`src/rtl/serial_adder.sv`:
```
// Digit-serial adder: WIDTH-bit operands summed DIGIT bits per clock, LSB digit first,
// through one registered carry. Optional subtract port enabled by SERIAL_ADDER_SUB_EN.
module serial_adder #(
   parameter int WIDTH = 8,
   parameter int DIGIT = 1
) (
   input  logic             clk,
   input  logic             rst_n,
   input  logic             start,
   input  logic [WIDTH-1:0] a_in,
   input  logic [WIDTH-1:0] b_in,
   input  logic             c_in,
`ifdef SERIAL_ADDER_SUB_EN
   input  logic             sub,
`endif
   output logic             busy,
   output logic             done,
   output logic [WIDTH-1:0] sum_out,
   output logic             c_out,
   output logic             overflow
);

   localparam int NDIG = WIDTH / DIGIT;
   localparam int CW   = (NDIG > 1) ? $clog2(NDIG) : 1;
   localparam logic [CW-1:0] LAST = CW'(NDIG - 1);

   if ((WIDTH < 2) || (DIGIT < 1) || (WIDTH % DIGIT != 0)) begin : g_param_check
      $error("serial_adder: WIDTH must be >= 2 and an exact multiple of DIGIT");
   end

   typedef enum logic {IDLE, RUN} state_t;

   state_t           state, next_state;
   logic [WIDTH-1:0] a_sr, b_sr, res_sr;
   logic             carry;
   logic [CW-1:0]    cnt;

   logic             accept, step_en, last;
   logic             sub_eff;
   logic [WIDTH-1:0] b_cap;
   logic             c_cap;
   logic [DIGIT-1:0] dsum;
   logic             dcarry, msb_cin;
   logic [WIDTH+DIGIT-1:0] res_cat;
   logic [WIDTH-1:0] res_next;

`ifdef SERIAL_ADDER_SUB_EN
   assign sub_eff = sub;
`else
   assign sub_eff = 1'b0;
`endif

   // Subtraction is A + ~B + 1: invert B and force the carry on capture.
   assign b_cap = b_in ^ {WIDTH{sub_eff}};
   assign c_cap = sub_eff | c_in;

   assign {dcarry, dsum} = {1'b0, a_sr[DIGIT-1:0]} + {1'b0, b_sr[DIGIT-1:0]}
                         + (DIGIT+1)'(carry);
   // Carry into the digit's top bit, recovered from its sum and operand bits.
   assign msb_cin  = a_sr[DIGIT-1] ^ b_sr[DIGIT-1] ^ dsum[DIGIT-1];
   assign res_cat  = {dsum, res_sr};
   assign res_next = res_cat[WIDTH+DIGIT-1:DIGIT];

   always_ff @(posedge clk or negedge rst_n) begin
      // NOTE: sequential state uses non-blocking assignments so every register
      // samples the pre-edge values regardless of statement order.
      if (!rst_n) state <= IDLE;
      else        state <= next_state;
   end

   always_comb begin
      // NOTE: every output of this block gets a default first so no path
      // leaves a signal unassigned and infers a latch.
      next_state = state;
      busy       = 1'b0;
      accept     = 1'b0;
      step_en    = 1'b0;
      last       = 1'b0;
      unique case (state)
         IDLE: begin
            if (start) begin
               accept     = 1'b1;
               next_state = RUN;
            end
         end
         RUN: begin
            busy    = 1'b1;
            step_en = 1'b1;
            if (cnt == LAST) begin
               last       = 1'b1;
               next_state = IDLE;
            end
         end
         default: next_state = IDLE;
      endcase
   end

   always_ff @(posedge clk or negedge rst_n) begin
      if (!rst_n) begin
         a_sr     <= '0;
         b_sr     <= '0;
         res_sr   <= '0;
         carry    <= 1'b0;
         cnt      <= '0;
         done     <= 1'b0;
         sum_out  <= '0;
         c_out    <= 1'b0;
         overflow <= 1'b0;
      end else begin
         done <= last;
         if (accept) begin
            a_sr  <= a_in;
            b_sr  <= b_cap;
            carry <= c_cap;
            cnt   <= '0;
         end else if (step_en) begin
            a_sr   <= a_sr >> DIGIT;
            b_sr   <= b_sr >> DIGIT;
            res_sr <= res_next;
            carry  <= dcarry;
            cnt    <= cnt + 1'b1;
            if (last) begin
               sum_out  <= res_next;
               c_out    <= dcarry;
               overflow <= msb_cin ^ dcarry;
            end
         end
      end
   end

endmodule

```
`config.mk`:
```
export PLATFORM = sky130hd
export DESIGN_NAME = serial_adder
export DESIGN_NICKNAME = d
export VERILOG_FILES = /design/src/rtl/serial_adder.sv
export SDC_FILE = /design/constraint.sdc
export NUM_CORES = 1
export LEC_CHECK = 0
export BUFFER_PORTS_ARGS = -buffer_cell sky130_fd_sc_hd__buf_4
export CORE_UTILIZATION = 28
export DETAILED_ROUTE_END_ITERATION = 8
export SLEW_MARGIN = 20
export SYNTH_ARGS = -nofsm -noshare
export SYNTH_HDL_FRONTEND = slang
export SYNTH_SLANG_ARGS = --single-unit
```
`constraint.sdc`:
```
create_clock -name clk -period 1.6 [get_ports clk]
set_clock_uncertainty 0.1 [all_clocks]
set_input_delay 0.24 -clock clk [delete_from_list [all_inputs] [get_ports clk]]
set_output_delay 0.24 -clock clk [all_outputs]
set_load 0.01 [all_outputs]
```
==> key figures <==
Place
  – Placer Congestion: 0.662
  – Dpl cell area: 2000 um2
  – Port buffer count: 31
  – Final HPWL DP: 1.95 mm

Cells and area
  – Share of layout cells above drive strength 1: 37.3%
  – Register area: 976 um2
  – Fill count: 600
  – Antenna diodes: 0
  – Multi-input logic area: 663 um2
  – Post-synthesis to final-layout area growth: 23.4%
  – Fin util: 35.7%
  – Layout Nets: 188
  – Final instance area: 2100 um2

Logic synthesis
  – FFs w/ async S/R, synth: 100%
  – Mapped Cells: 128
  – Synth area leaders: dfrtp_1, mux2i_1, mux2_2, mux2_4, o21ai_0
  – Yosys top cell by area: dfrtp_1
  – Sequential area share after synthesis: 57.3%
  – Top-count cell post-synth: dfrtp_1
  – Synth top cells by count: dfrtp_1, mux2i_1, nand2_1, o21ai_0, mux2_2
  – Syn Area/Cell: 13.3 um2
  – Mapped Nets: 151
  – Primary FF master, synth: dfrtp_1
  – Synth cell types: 18
  – Synthesis-stage register bit count: 39
  – Synth warn: 0
  – Post-synth EDFFs: 0
  – Top-area cell type share of the netlist area: 57.3%
  – Cell Area, Synth: 1700 um2

Timing
  – Hold Vio Cnt, Final: 0
  – Endpoints failing setup: 0
  – Tmin final: 1.58 ns
  – Slew Limit Fails: 0
  – Slew @ Worst Pin: 0.491 ns
  – Fmax: 0.632 GHz
  – RSZ-0062 raised after global routing: yes
  – Relative slew slack: 67.2%
  – Final period utilization: 98.9%

Power
  – Total chip power: 3870 uW
  – Sequential share of power: 43.3%
  – Leak: 0.00105 uW
  – Switching power: 1240 uW
  – PwrDens: 1840 nW/um2
  – Switching share of power: 32.0%
  – Clock power share: 16.4%
  – Maximum VDD drop: 0.700 mV
  – Comb power frac: 40.3%
  – Int Power: 2630 uW

Floorplan
  – Row count: 28
  – Chip Width: 80.0 um
  – Initial Utilization: 28.9%
  – Io pins: 32
  – Die height: 80.0 um
  – Core area: 5890 um2
  – Die area: 6400 um2

Detailed routing
  – DR vias/cell: 4.37
  – Routed wl met3: 178 um
  – Routed Antenna Nets: 0
  – Initial DRC Count: 35
  – WL per Instance: 12.3 um
  – Vias after detailed routing: 1052
  – Routed wire length: 2.97 mm
  – Max layer used: met4
  – Detailed route wirelength on metal2: 1.27 mm
  – Met1 WL: 1.50 mm
  – Number of remaining DRC errors: 0
  – DR pass1 iterations: 4

Status
  – Outcome: complete, no violations

Setup path
  – Crit path launch type: flop
  – Worst-path maximum fanout: 2
  – Data required time of the critical path: 1.67 ns
  – CP Capture Type: flop
  – Kind of critical path: flop to flop
  – Worst EP arrival: 1.65 ns

Clock tree
  – Clk slew on worst S/H paths: 0.07 ns
  – H-tree lvl count: 2
  – Root buffer cell: clkbuf_8
  – Clock buffer depth: 2
  – CTS tree: yes
  – CTS Buf Count: 5
  – Sink Count: 39
  – Worst skew pair latency: 0.28 ns

Hold path
  – Worst min path class: input port to flop

GRT
  – Largest net degree at the start of global routing: 40
  – First-pass GRT wire length: 4.96 mm
  – Vias in the first global route: 1036
  – Initial antenna violation count: 0
  – GRT overflow: 0
  – GRT Overall Usage: 10.1%

Flow run
  – Max-cap violations: 0
## final cells by class
class / count / area share, %
Clock buffer: 7 / 3.63
Clock inverter: 1 / 0.238
Inverter: 2 / 0.357
Multi-Input combinational cell: 80 / 31.5
Sequential cell: 39 / 46.4
Tap cell: 75 / 4.46
Timing Repair Buffer: 37 / 13.3
## registers in the layout, indices dropped and copies added, names as in the netlist
register	count
state	1
overflow	1
a_sr	8
sum_out	8
c_out	1
carry	1
res_sr	7
done	1
b_sr	8
cnt	3
## final timing paths
kind / endpoint / slack (ns) / depth (start not counted) / start
setup / recovery: sum_out[7]$_DFFE_PN0P_ / 0.02 / 3 / carry$_DFFE_PN0P_
hold / removal: b_sr[7]$_DFFE_PN0P_ / 0.10 / 3 / b_in[7]
setup reg to reg: sum_out[7]$_DFFE_PN0P_ / 0.02 / 3 / carry$_DFFE_PN0P_
hold reg to reg: a_sr[0]$_DFFE_PN0P_ / 0.39 / 2 / a_sr[1]$_DFFE_PN0P_
max in group asynchronous: b_sr[5]$_DFFE_PN0P_ / 0.68 / 2 / rst_n
min in group asynchronous: sum_out[6]$_DFFE_PN0P_ / 0.37 / 2 / rst_n
## cell families after synthesis
| kind of cell | count (synthesis) | share of synthesized area, % |
|---|---|---|
| DFF | 39 | 57.3 |
| muxes | 35 | 23.4 |
| and+or+nand+nor | 20 | 4.85 |
| AOI/OAI and AO/OA | 18 | 5.73 |
| buffers and inverters | 10 | 4.56 |
| xor gates and xnor gates | 3 | 1.54 |
| adders and majority gates | 3 | 2.64 |
## worst max-delay path: stages, from the launching register on
cell     delay, ns
dfrtp_1       0.41
fa_1          0.54
buf_4         0.16
mux2_4        0.26
## layer usage
layer | track usage, % | up-vias
li1 | - | 511
met1 | 14.1 | 505
met2 | 14.8 | 32
met3 | 3.66 | 4
met4 | 2.68 | 0
met5 | 0 | -
## through the flow
step / TNS [ns] / instances / hold WS [ns] / setup slack [ns]
CTS: 0 / 240 / 0.106 / 0.0211
global route: -0.0279 / 241 / 0.0966 / -0.0145
detailed placement: 0 / 231 / 0.149 / 0.0358
finish: 0 / 241 / 0.103 / 0.0176
global placement: 0 / 231 / 0.142 / 0.0674
floorplan: 0 / 128 / -0.156 / 0.0643
## power by group through the flow
stage	Clock [uW]	Sequential (uW)	Combinational, uW
floorplan	0	1680	1050
global placement	0	1680	1500
detailed placement	0	1690	1530
CTS	654	1670	1540
global route	696	1740	1740
finish	634	1670	1560
## cells in the final DEF, fill, tap and decap left out
cell type      synthesis  final
nand2_2                0      1
xnor2_1                3      2
clkbuf_1               1      2
nor2_1                 3      3
nand2_4                1      1
clkinv_2               0      1
o21ai_1                0      1
mux2_4                 7      7
clkbuf_8               0      5
xnor2_2                0      1
o21ai_0               16     15
dfrtp_1               39     39
a22o_1                 2      2
inv_1                  2      2
mux2_2                10     10
buf_4                  1     36
nand2_1               16     16
fa_1                   1      1
dlygate4sd3_1          0      1
ha_1                   2      2
mux2i_1               18     18
## timing repair
| item | 4_1_cts | 5_1_grt |
|---|---|---|
| hold buffers | 1 | 0 |
| gates resized for setup | 0 | 2 |
| setup buffers | 0 | 0 |
| endpoints found under the hold margin | 39 | 0 |
| setup endpoints to repair | 0 | 2 |
No activity file was read; power rests on OpenSTA's default activity.
